<file path="config.mk">
export PLATFORM = sky130hd
export DESIGN_NAME = grid_renderer_flat
export DESIGN_NICKNAME = d
export VERILOG_FILES = /design/src/rtl/grid_pkg.sv /design/src/rtl/grid_renderer_if.sv /design/src/rtl/grid_palette.sv /design/src/rtl/grid_renderer.sv /design/src/flat_wrapper.sv
export SDC_FILE = /design/constraint.sdc
export NUM_CORES = 1
export LEC_CHECK = 0
export ABC_AREA = 1
export BUFFER_PORTS_ARGS = -buffer_cell sky130_fd_sc_hd__buf_2
export CAP_MARGIN = 10
export CELL_PAD_IN_SITES_DETAIL_PLACEMENT = 0
export CELL_PAD_IN_SITES_GLOBAL_PLACEMENT = 1
export CORE_MARGIN = 3
export CORE_UTILIZATION = 25
export DETAILED_ROUTE_END_ITERATION = 12
export PLACE_DENSITY_LB_ADDON = 0.1
export SYNTH_ARGS = -nofsm -noshare
export SYNTH_HDL_FRONTEND = slang
export SYNTH_HIERARCHICAL = 1
export SYNTH_SLANG_ARGS = --single-unit
</file>
<file path="constraint.sdc">
create_clock -name clk -period 7.6 [get_ports clk]
set_input_delay 1.52 -clock clk [delete_from_list [all_inputs] [get_ports clk]]
set_output_delay 1.52 -clock clk [all_outputs]
set_load 0.005 [all_outputs]
</file>
<file path="src/rtl/grid_pkg.sv">
// ---------------------------------------------------------------------------
// grid_pkg
// Shared definitions for the bubble-grid renderer: RGB565 palette constants,
// bus widths, default cell-code width and the palette decode function.
// No ports (package).
// ---------------------------------------------------------------------------
package grid_pkg;

    // Default number of bits per cell code (MSB = blink flag)
    localparam int CODE_W_DEF = 5;

    // Pixel bus widths shared by the interface and the renderer
    localparam int COORD_W = 8;
    localparam int PIX_W   = 16;

    // RGB565 colours
    localparam logic [PIX_W-1:0] BUBBLE_R = 16'hfaac;
    localparam logic [PIX_W-1:0] BUBBLE_G = 16'h8760;
    localparam logic [PIX_W-1:0] BUBBLE_B = 16'h351f;
    localparam logic [PIX_W-1:0] BUBBLE_W = 16'hffff;
    localparam logic [PIX_W-1:0] PLAYER_C = 16'hfcc0;
    localparam logic [PIX_W-1:0] BLACK    = 16'h0000;

    // Palette slots addressed by the low bits of a cell code
    typedef enum logic [1:0] {
        PAL_R = 2'd0,
        PAL_G = 2'd1,
        PAL_B = 2'd2,
        PAL_W = 2'd3
    } palette_e;

    // Decode a (zero-extended) palette index into RGB565; anything past the
    // four defined slots renders as black.
    function automatic logic [PIX_W-1:0] palette_decode(input logic [15:0] idx);
        logic [PIX_W-1:0] rgb;
        rgb = BLACK;
        if (idx[15:2] == 14'd0) begin
            case (palette_e'(idx[1:0]))
                PAL_R:   rgb = BUBBLE_R;
                PAL_G:   rgb = BUBBLE_G;
                PAL_B:   rgb = BUBBLE_B;
                PAL_W:   rgb = BUBBLE_W;
                default: rgb = BLACK;
            endcase
        end
        return rgb;
    endfunction

endpackage

</file>
<file path="src/rtl/grid_renderer_if.sv">
// ---------------------------------------------------------------------------
// grid_renderer_if
// Pixel request/response bus between the LCD streamer and the renderer.
//   req_valid : pixel request strobe (one request per cycle allowed)
//   req_x     : requested pixel column
//   req_y     : requested pixel row
//   pix_valid : response strobe, fixed latency after req_valid
//   pix_data  : RGB565 response pixel
// Modports: master = streamer side, slave = renderer side.
// ---------------------------------------------------------------------------
interface grid_renderer_if;
    import grid_pkg::*;

    logic               req_valid;
    logic [COORD_W-1:0] req_x;
    logic [COORD_W-1:0] req_y;
    logic               pix_valid;
    logic [PIX_W-1:0]   pix_data;

    modport master (
        output req_valid, req_x, req_y,
        input  pix_valid, pix_data
    );

    modport slave (
        input  req_valid, req_x, req_y,
        output pix_valid, pix_data
    );

endinterface

</file>
<file path="src/rtl/grid_palette.sv">
// ---------------------------------------------------------------------------
// grid_palette
// Combinational lookup from the colour bits of a cell code to RGB565.
//   idx : low CODE_W-1 bits of the cell code (blink flag stripped)
//   rgb : RGB565 colour
// ---------------------------------------------------------------------------
module grid_palette
    import grid_pkg::*;
#(
    parameter int CODE_W = CODE_W_DEF
) (
    input  logic [CODE_W-2:0] idx,
    output logic [PIX_W-1:0]  rgb
);

    // Zero-extend the index so the package decoder sees one fixed width
    always_comb begin
        rgb = palette_decode(16'(idx));
    end

endmodule

</file>
<file path="src/rtl/grid_renderer.sv">
// ---------------------------------------------------------------------------
// grid_renderer
// Renders a ROWS x COLS bubble grid for the 128x160 LCD. Cell codes arrive
// into a shadow copy and are committed to the active board at frame start,
// so a frame never mixes two boards. Pixel requests are answered with
// RGB565 after a fixed two-cycle pipeline, with a player overlay and
// blinking cells applied on top of the palette colour.
//   clk, rst_n   : clock, asynchronous active-low reset
//   grid_in      : packed cell codes, cell (r,c) at (r*COLS+c)*CODE_W
//   grid_load    : capture grid_in into the shadow board
//   frame_start  : frame boundary; commits a pending shadow board
//   player_row/col, player_en : player overlay cell and enable
//   pix_bus      : pixel request/response bus (slave side)
//   pending      : shadow holds data not yet committed
// ---------------------------------------------------------------------------
module grid_renderer
    import grid_pkg::*;
#(
    parameter int COLS       = 8,
    parameter int ROWS       = 8,
    parameter int CELL_LOG2  = 4,
    parameter int X_OFF      = 0,
    parameter int Y_OFF      = 16,
    parameter int CODE_W     = CODE_W_DEF,
    parameter int BLINK_LOG2 = 4
) (
    input  logic                       clk,
    input  logic                       rst_n,
    input  logic [ROWS*COLS*CODE_W-1:0] grid_in,
    input  logic                       grid_load,
    input  logic                       frame_start,
    input  logic [7:0]                 player_row,
    input  logic [7:0]                 player_col,
    input  logic                       player_en,
    grid_renderer_if.slave             pix_bus,
    output logic                       pending
);

    localparam int CELLS   = ROWS * COLS;
    localparam int GRID_W  = CELLS * CODE_W;
    localparam int WIN_W   = COLS << CELL_LOG2;
    localparam int WIN_H   = ROWS << CELL_LOG2;
    localparam int CELL_PX = 1 << CELL_LOG2;

    localparam logic [8:0]           X_OFF9 = 9'(X_OFF);
    localparam logic [8:0]           Y_OFF9 = 9'(Y_OFF);
    localparam logic [CELL_LOG2-1:0] SUB_LO = CELL_LOG2'(2);
    localparam logic [CELL_LOG2-1:0] SUB_HI = CELL_LOG2'(CELL_PX - 3);

    logic [GRID_W-1:0]     shadow;
    logic [GRID_W-1:0]     active;
    logic [BLINK_LOG2:0]   frame_cnt;

    // Stage-1 combinational decode
    logic [8:0]            dx;
    logic [8:0]            dy;
    logic                  win;
    logic [7:0]            row_c;
    logic [7:0]            col_c;
    int                    cell_idx;
    logic [CODE_W-1:0]     code_c;

    // Stage-1 registers
    logic                  s1_valid;
    logic                  s1_win;
    logic [7:0]            s1_row;
    logic [7:0]            s1_col;
    logic [CELL_LOG2-1:0]  s1_sub_x;
    logic [CELL_LOG2-1:0]  s1_sub_y;
    logic [CODE_W-1:0]     s1_code;

    // Stage-2 combinational colour selection
    logic                  sub_ok;
    logic                  player_hit;
    logic                  blink_off;
    logic [PIX_W-1:0]      pal_rgb;
    logic [PIX_W-1:0]      pix_next;

    // Board double-buffering and frame counting. The commit reads the old
    // shadow (non-blocking), so a load coinciding with frame_start lands in
    // the shadow and keeps pending set for the next frame.
    always_ff @(posedge clk or negedge rst_n) begin
        if (!rst_n) begin
            shadow    <= '0;
            active    <= '0;
            pending   <= 1'b0;
            frame_cnt <= '0;
        end else begin
            if (grid_load) begin
                shadow <= grid_in;
            end
            if (frame_start && pending) begin
                active <= shadow;
            end
            if (grid_load) begin
                pending <= 1'b1;
            end else if (frame_start) begin
                pending <= 1'b0;
            end
            if (frame_start) begin
                frame_cnt <= frame_cnt + 1'b1;
            end
        end
    end

    // Map the request into grid coordinates. Offsets are taken at 9 bits so
    // a coordinate left of / above the window wraps to a large value and
    // fails the window test instead of aliasing into the grid.
    always_comb begin
        dx       = {1'b0, pix_bus.req_x} - X_OFF9;
        dy       = {1'b0, pix_bus.req_y} - Y_OFF9;
        win      = ({23'd0, dx} < WIN_W) && ({23'd0, dy} < WIN_H);
        col_c    = 8'(dx >> CELL_LOG2);
        row_c    = 8'(dy >> CELL_LOG2);
        cell_idx = int'(row_c) * COLS + int'(col_c);
        code_c   = '0;
        for (int i = 0; i < CELLS; i++) begin
            if (win && (cell_idx == i)) begin
                code_c = active[i*CODE_W +: CODE_W];
            end
        end
    end

    // Stage 1 captures the cell code, so a commit arriving while the pixel
    // is in flight cannot change its colour.
    always_ff @(posedge clk or negedge rst_n) begin
        if (!rst_n) begin
            s1_valid <= 1'b0;
            s1_win   <= 1'b0;
            s1_row   <= '0;
            s1_col   <= '0;
            s1_sub_x <= '0;
            s1_sub_y <= '0;
            s1_code  <= '0;
        end else begin
            s1_valid <= pix_bus.req_valid;
            if (pix_bus.req_valid) begin
                s1_win   <= win;
                s1_row   <= row_c;
                s1_col   <= col_c;
                s1_sub_x <= dx[CELL_LOG2-1:0];
                s1_sub_y <= dy[CELL_LOG2-1:0];
                s1_code  <= code_c;
            end
        end
    end

    grid_palette #(
        .CODE_W (CODE_W)
    ) u_palette (
        .idx (s1_code[CODE_W-2:0]),
        .rgb (pal_rgb)
    );

    // Colour priority: outside window, player marker (inset two pixels from
    // the cell edge), blink-off phase, then palette colour. Player cells
    // outside the grid cannot match because out-of-window wins first.
    always_comb begin
        pix_next   = BLACK;
        sub_ok     = (s1_sub_x >= SUB_LO) && (s1_sub_x <= SUB_HI) &&
                     (s1_sub_y >= SUB_LO) && (s1_sub_y <= SUB_HI);
        player_hit = player_en && (s1_row == player_row) &&
                     (s1_col == player_col) && sub_ok;
        blink_off  = s1_code[CODE_W-1] && frame_cnt[BLINK_LOG2];
        if (!s1_win) begin
            pix_next = BLACK;
        end else if (player_hit) begin
            pix_next = PLAYER_C;
        end else if (blink_off) begin
            pix_next = BLACK;
        end else begin
            pix_next = pal_rgb;
        end
    end

    // Output register; pix_data holds between responses.
    always_ff @(posedge clk or negedge rst_n) begin
        if (!rst_n) begin
            pix_bus.pix_valid <= 1'b0;
            pix_bus.pix_data  <= '0;
        end else begin
            pix_bus.pix_valid <= s1_valid;
            if (s1_valid) begin
                pix_bus.pix_data <= pix_next;
            end
        end
    end

endmodule

</file>
<file path="src/flat_wrapper.sv">
// flat-port wrapper written by rule: the top's interface ports become plain ports
module grid_renderer_flat import grid_pkg::*;
#(
    parameter int COLS       = 8,
    parameter int ROWS       = 8,
    parameter int CELL_LOG2  = 4,
    parameter int X_OFF      = 0,
    parameter int Y_OFF      = 16,
    parameter int CODE_W     = CODE_W_DEF,
    parameter int BLINK_LOG2 = 4
)
  (clk, rst_n, grid_in, grid_load, frame_start, player_row, player_col, player_en, pending, pix_bus_req_valid, pix_bus_req_x, pix_bus_req_y, pix_bus_pix_valid, pix_bus_pix_data);
  grid_renderer_if pix_bus_i ();
  input  logic clk;
  input  logic rst_n;
  input  logic [ROWS*COLS*CODE_W-1:0] grid_in;
  input  logic grid_load;
  input  logic frame_start;
  input  logic [7:0] player_row;
  input  logic [7:0] player_col;
  input  logic player_en;
  output logic pending;
  input wire logic [$bits(pix_bus_i.req_valid)-1:0] pix_bus_req_valid;
  input wire logic [$bits(pix_bus_i.req_x)-1:0] pix_bus_req_x;
  input wire logic [$bits(pix_bus_i.req_y)-1:0] pix_bus_req_y;
  output wire logic [$bits(pix_bus_i.pix_valid)-1:0] pix_bus_pix_valid;
  output wire logic [$bits(pix_bus_i.pix_data)-1:0] pix_bus_pix_data;
  assign pix_bus_i.req_valid = pix_bus_req_valid;
  assign pix_bus_i.req_x = pix_bus_req_x;
  assign pix_bus_i.req_y = pix_bus_req_y;
  assign pix_bus_pix_valid = pix_bus_i.pix_valid;
  assign pix_bus_pix_data = pix_bus_i.pix_data;
  grid_renderer #(.COLS(COLS), .ROWS(ROWS), .CELL_LOG2(CELL_LOG2), .X_OFF(X_OFF), .Y_OFF(Y_OFF), .CODE_W(CODE_W), .BLINK_LOG2(BLINK_LOG2)) u_core (.clk(clk), .rst_n(rst_n), .grid_in(grid_in), .grid_load(grid_load), .frame_start(frame_start), .player_row(player_row), .player_col(player_col), .player_en(player_en), .pix_bus(pix_bus_i), .pending(pending));
endmodule
</file>
; After elaboration in Yosys (flattened, before gate mapping)
; Cells that the tools add are included.
[word_totals]
reg_bits = 687
inputBits = 358
[op_classes]
reduce_logical = 77
n_addsub = 3
n_eq_ne = 68
n_mux = 71
order_cmp = 6
[ops]
columns = cell, n
row1 = 32-bit by 7-bit equality test with 1-bit output (second input constant), 32
row2 = 32-bit by 6-bit equality test with 1-bit output (second input constant), 16
row3 = 5-bit 2-to-1 mux, 64
row4 = 32-bit by 5-bit equality test with 1-bit output (second input constant), 8
row5 = 32-bit by 4-bit equality test with 1-bit output (second input constant), 4
row6 = 1-bit logical AND, 73
row7 = 32-bit by 3-bit equality test with 1-bit output (second input constant), 2
row8 = 16-bit 2-to-1 mux, 4
row9 = 16-bit one-hot mux with 4 select lines, 1
row10 = 32-bit by 2-bit equality test with 1-bit output (second input constant), 1
row11 = 32-bit zero test, 1
row12 = 8-bit by 4-bit adder with 9-bit output, 1
row13 = 9-bit by 8-bit less-than comparator with 1-bit output (second input constant), 1
row14 = 8-bit by 5-bit subtractor with 9-bit output (second input constant), 1
row15 = 4-bit by 8-bit equality test with 1-bit output, 1
row16 = 5-bit by 8-bit equality test with 1-bit output, 1
row17 = 4-bit by 2-bit >= comparator with 1-bit output (second input constant), 2
row18 = 4-bit less-or-equal comparator (second input constant), 2
row19 = 8-bit less-than comparator (second input constant), 1
row20 = 5-bit by 1-bit adder with 5-bit output (second input constant), 1
row21 = 2-bit equality test (second input constant), 2
row22 = 2-bit zero test, 2
row23 = 2-bit by 1-bit equality test with 1-bit output (second input constant), 1
row24 = 1-bit 2-to-1 mux, 2
row25 = 2-bit nonzero test, 1

; Longest topological paths before layout
[depth]
depth_word = 68
ltp_mapped = 52
mapped_depth_nobuf = 52

; Modules after synthesis
; Netlist, hierarchy kept.
[by_module_without_submodules]
columns = mod, seq_area_each_um2, area_per_inst_um2, cells_each, n_inst
row1 = grid_renderer, 17141.4, 29522.1, 3561, 1
row2 = grid_palette, 0.0, 182.7, 28, 1

; Worst setup path after synthesis
; No wires, ideal clock.
[synth_path]
kind = input -> register
startpoint = input pix_bus_req_y[4]
endpoint = register u_core.s1_code[2]
cell_stages = 43
setup_time_ns = 0.117
slack_ns = 2.427
arrival_time_ns = 5.056
path_buffers = 1
cell_sequence = inv_1 -> ha_1 -> inv_1 -> ha_1 -> inv_1 -> o211ai_1 -> nand2_1 -> nor2_4 -> nand2_4 -> buf_2 -> nor2_1 -> inv_1 -> or2_1 -> nand2_1 -> nand3_1 -> nand2_1 -> nand3_1 -> nand2_1 -> [... 7 more ...] -> nand2_1 -> nand4_1 -> nor2_1 -> nand3_1 -> nand2_1 -> nand3_1 -> nand2_1 -> nand4_1 -> nand2_1 -> nand4_1 -> nand2_1 -> nand4_1 -> nand2_1 -> nand4_1 -> nand2_1 -> nand4_1 -> nor2_1 -> nor2_1
[synth_between]
elab_chain_cells = 68
word_cells_on_any_way = 196
cone_classes = 2 x add/sub / 1 x order compare / 63 x eq/ne / 64 x mux / 66 x reduce/logical
[synth_lines]
columns = element, line_no
row1 = start: declaration, flat_wrapper.sv:25  ; input wire logic [$bits(pix_bus_i.req_y)-1:0] pix_bus_req_y;
row2 = 8-bit by 5-bit subtractor with 9-bit output *, grid_renderer.sv:111  ; dy = {1'b0, pix_bus.req_y} - Y_OFF9;
row3 = net u_core.dy[5], grid_renderer.sv:56  ; logic [8:0] dy;
row4 = 8-bit by 4-bit adder with 9-bit output or 9-bit by 8-bit less-than comparator with 1-bit output (tied branches), "grid_renderer.sv:115, grid_renderer.sv:112"
row5 = 32-bit zero test or 1-bit logical AND (tied branches), "grid_renderer.sv:118, grid_renderer.sv:112"
row6 = 1-bit logical AND, grid_renderer.sv:118  ; if (win && (cell_idx == i)) begin
row7 = 5-bit 2-to-1 mux (63 in a row), grid_renderer.sv:118
row8 = 5-bit 2-to-1 mux *, grid_renderer.sv:118
row9 = end signal: assignment, grid_renderer.sv:143  ; s1_code <= code_c;
row10 = end: declaration, grid_renderer.sv:70  ; logic [CODE_W-1:0] s1_code;
; Mark *: on every way through the listed nets, which the timed path passes. The rest lies on a longest branch.
; A chain may end at the register's enable or synchronous reset.

; Worst setup path in the final report
[layout_path]
startpoint = input pix_bus_req_y[4]
endpoint = register u_core.s1_code[1]
; The elaborated chain is that of the path after synthesis.

==> impl_metrics.py <==
metrics = {
    "detailed_routing": {
        "vias": 23172,
        "viasPerCell": 4.20,
        "drc": 0,
        "dr.pass1.iters": 6,
        "wire_per_inst_um": 18.2,
        "first_iter_violations": 1397,
        "totalWireLength_um": 100000,
        "drtAntennaViolNets": 0,
    },
    "synth": {
        "async_flop_share_pct": 100,
        "yosys_warnings": 6,
        "synth_seq_cells": 685,
        "ys_seq_area_share_pct": 57.7,
        "yosysUniqueCellTypes": 39,
        "yosysMostFrequentCell": "nand2_1",
        "synth_top_area_share_pct": 57.7,
        "synth_cells": 3589,
        "synth_top_cells_by_count": "nand2_1 (1083), o21ai_0 (690), dfrtp_1 (685)",
        "syn_nets": 3955,
        "synth_area_um2": 29700,
        "synth_top_area_cell": "dfrtp_1",
        "synth_area_per_cell_um2": 8.28,
        "synthFlopType": "dfrtp_1",
        "synth_edf_count": 0,
        "yosys-top-cells-area": "dfrtp_1 (58%), nand2_1 (14%), o21ai_0 (12%)",
    },
    "final_layout": {
        "area_delta_synth_final_pct": 21.7,
        "fillers": 12709,
        "final_layout_size_suffix_gt1_share_pct": 16.0,
        "nets": 4286,
    },
    "power_and_ir_drop": {
        "seq_power_share_pct": 45.8,
        "p_int_w": 0.00695,
        "p_leak_nw": 17.5,
        "vdd_ir_drop_max_mv": 0.142,
        "p_clk_share_pct": 44.6,
        "swShare_pct": 26.1,
        "switching_power_w": 0.00245,
        "power_density_nw_per_um2": 260,
        "p_comb_share_pct": 9.6,
        "power_w": 0.00940,
    },
    "clocking": {
        "clock-sinks": 685,
        "cts_inserted_buffers": 83,
        "cts_buffer_depth": 3,
        "post_cts_resized": 0,
        "cts_max_level": 3,
        "clk_latency_ns": 0.64,
        "clkTransAtPathRegs_ns": 0.06,
        "cts_tree": "yes",
        "cts-root-buf": "clkbuf_16",
        "postCtsHoldBufs": 0,
        "cts_setup_buffers": 0,
    },
    "global_routing": {
        "grt_pass1_wl_um": 151000,
        "gr-total-overflow": 0,
        "antenna_found_initial": 11,
        "grt_max_degree": 196,
        "grt_util_all_layers_pct": 16.3,
        "grt_pass1_vias": 23838,
    },
    "floorplanning": {
        "dieArea_um2": 123000,
        "initial_utilization_pct": 25.4,
        "dieHeight_um": 351,
        "die_w_um": 351,
        "pin_count": 376,
        "coreArea_um2": 117000,
        "fp-row-count": 125,
    },
    "sta": {
        "worstMarginPinSlew_ns": 1.22,
        "rsz0062_at_grt": "false",
        "finalCritPeriodShare_pct": 85.7,
        "final_max_slew_viol_count": 0,
        "finalSetupViolCount": 0,
        "hold_viol": 0,
        "finClkSkew_ns": 0.0174,
        "max_freq_mhz": 154,
        "slew_headroom_pct": 18.0,
        "tns_ns": 0,
        "final.min_clock_period_ns": 6.51,
    },
    "setup_path": {
        "crit_path_max_fanout": 7,
        "cp_num_buf_inv": 5,
        "critPathCaptureType": "register",
        "slowest_delay_ns": 0.29,
        "worstSetupStartpointType": "input port",
        "path_delay_family": "simple AND/OR/NAND/NOR gates",
        "path_class": "in2reg",
        "arrival_ns": 7.04,
        "crit_required_ns": 8.12,
        "crit_path_frequent_cell": "nand2_1",
        "critPathSlowestCell": "ha_1",
    },
    "status": {
        "run_status": "complete, no violations",
    },
    "place": {
        "gp_congestion": 0.765,
        "portBuffers": 373,
        "hpwl_um": 73100,
    },
    "run": {
        "drv_cap": 0,
    },
    "hold_path": {
        "hp-class": "reg2reg",
    },
}
## sequential cells by signal, summed over array words and instances (netlist names)
signal and flops:
u_core/active 320, u_core/frame_cnt 5, u_core/pending 1, u_core/pix_bus.pix_data 16, u_core/pix_bus.pix_valid 1, u_core/s1_code 5
u_core/s1_col 4, u_core/s1_row 5, u_core/s1_sub_x 3, u_core/s1_sub_y 3, u_core/s1_valid 1, u_core/s1_win 1
u_core/shadow 320
## final timing paths
check	depth (start not counted)	end	slack, ns	start
max	49	u_core/s1_code[1]	1.09	pix_bus_req_y[4]
max reg2reg	38	u_core/s1_code[4]	3.34	u_core/active[9]
min	2	u_core/active[194]	0.48	u_core/active[194]
max in group asynchronous	2	u_core/shadow[233]	5.40	rst_n
min reg2reg	2	u_core/active[194]	0.48	u_core/active[194]
min in group asynchronous	1	u_core/shadow[40]	0.93	rst_n
## cells by family after synthesis
group | count (synthesis) | synth area share (%)
buffers and inverters | 731 | 9.42
multiplexers | 1 | 0.0379
XOR/XNOR | 12 | 0.354
adder cells (fa/ha/maj) | 8 | 0.337
flip-flops | 685 | 57.7
AO/OA/AOI/OAI | 716 | 12.2
AND/OR/NAND/NOR | 1436 | 20.0
## per-stage QoR
step / hold WS, ns / cell area (um^2) / utilization, % / std cells / setup WS, ns
finish: 0.477 / 36200 / 30.9 / 5512 / 1.09
global route: 0.498 / 36200 / 30.9 / 5510 / 0.379
CTS: 0.482 / 36200 / 30.9 / 5510 / 0.993
detailed placement: 0.466 / 33300 / 28.4 / 5359 / 0.302
global placement: 0.461 / 33300 / 28.4 / 5359 / 0.323
floorplan: 0.352 / 29700 / - / 3589 / 2.43
## layout by cell type, fill, tap and decap left out, types with 36 or more instances in the layout
master	instances
nand2_1	1082
o21ai_0	690
dfrtp_1	685
inv_1	535
buf_2	371
nor2_1	110
clkbuf_16	87
nand3_1	77
nand4_1	65
or2_2	36
## power groups by stage
stage	clock, W	sequential (W)	combinational (W)
final	0.00419	0.00430	0.000904
after global routing	0.00449	0.00435	0.00107
after CTS	0.00435	0.00431	0.000941
after detailed placement	0	0.00437	0.000936
after global placement	0	0.00437	0.000922
after floorplan	0	0.00428	0.000536
## final cells by class
cell class	instances	area, um^2	area share (%)
clock buffer	126	2530	7.01
sequential	685	17100	47.4
clock inverter	25	339	0.938
inverter	560	2110	5.83
timing repair buffer	417	2350	6.51
antenna	2	5.00	0.0138
tap	1524	1910	5.27
multi-input combinational	2173	9770	27.0
## routing by layer
| metal | track usage (%) | wire length, um |
|---|---|---|
| met2 | 25.5 | 45200 |
| met5 | 0 | 34 |
| met1 | 23.6 | 49200 |
| met4 | 3.75 | 1530 |
| met3 | 2.59 | 4270 |
## worst reg2reg max path, delay by kind of cell, from the launching register on
| family | cells | cell delay, ns |
|---|---|---|
| simple gates | 37 | 3.60 |
| flops | 1 | 0.41 |
| compound gates | 1 | 0.15 |
No activity file was read; power rests on OpenSTA's default activity.
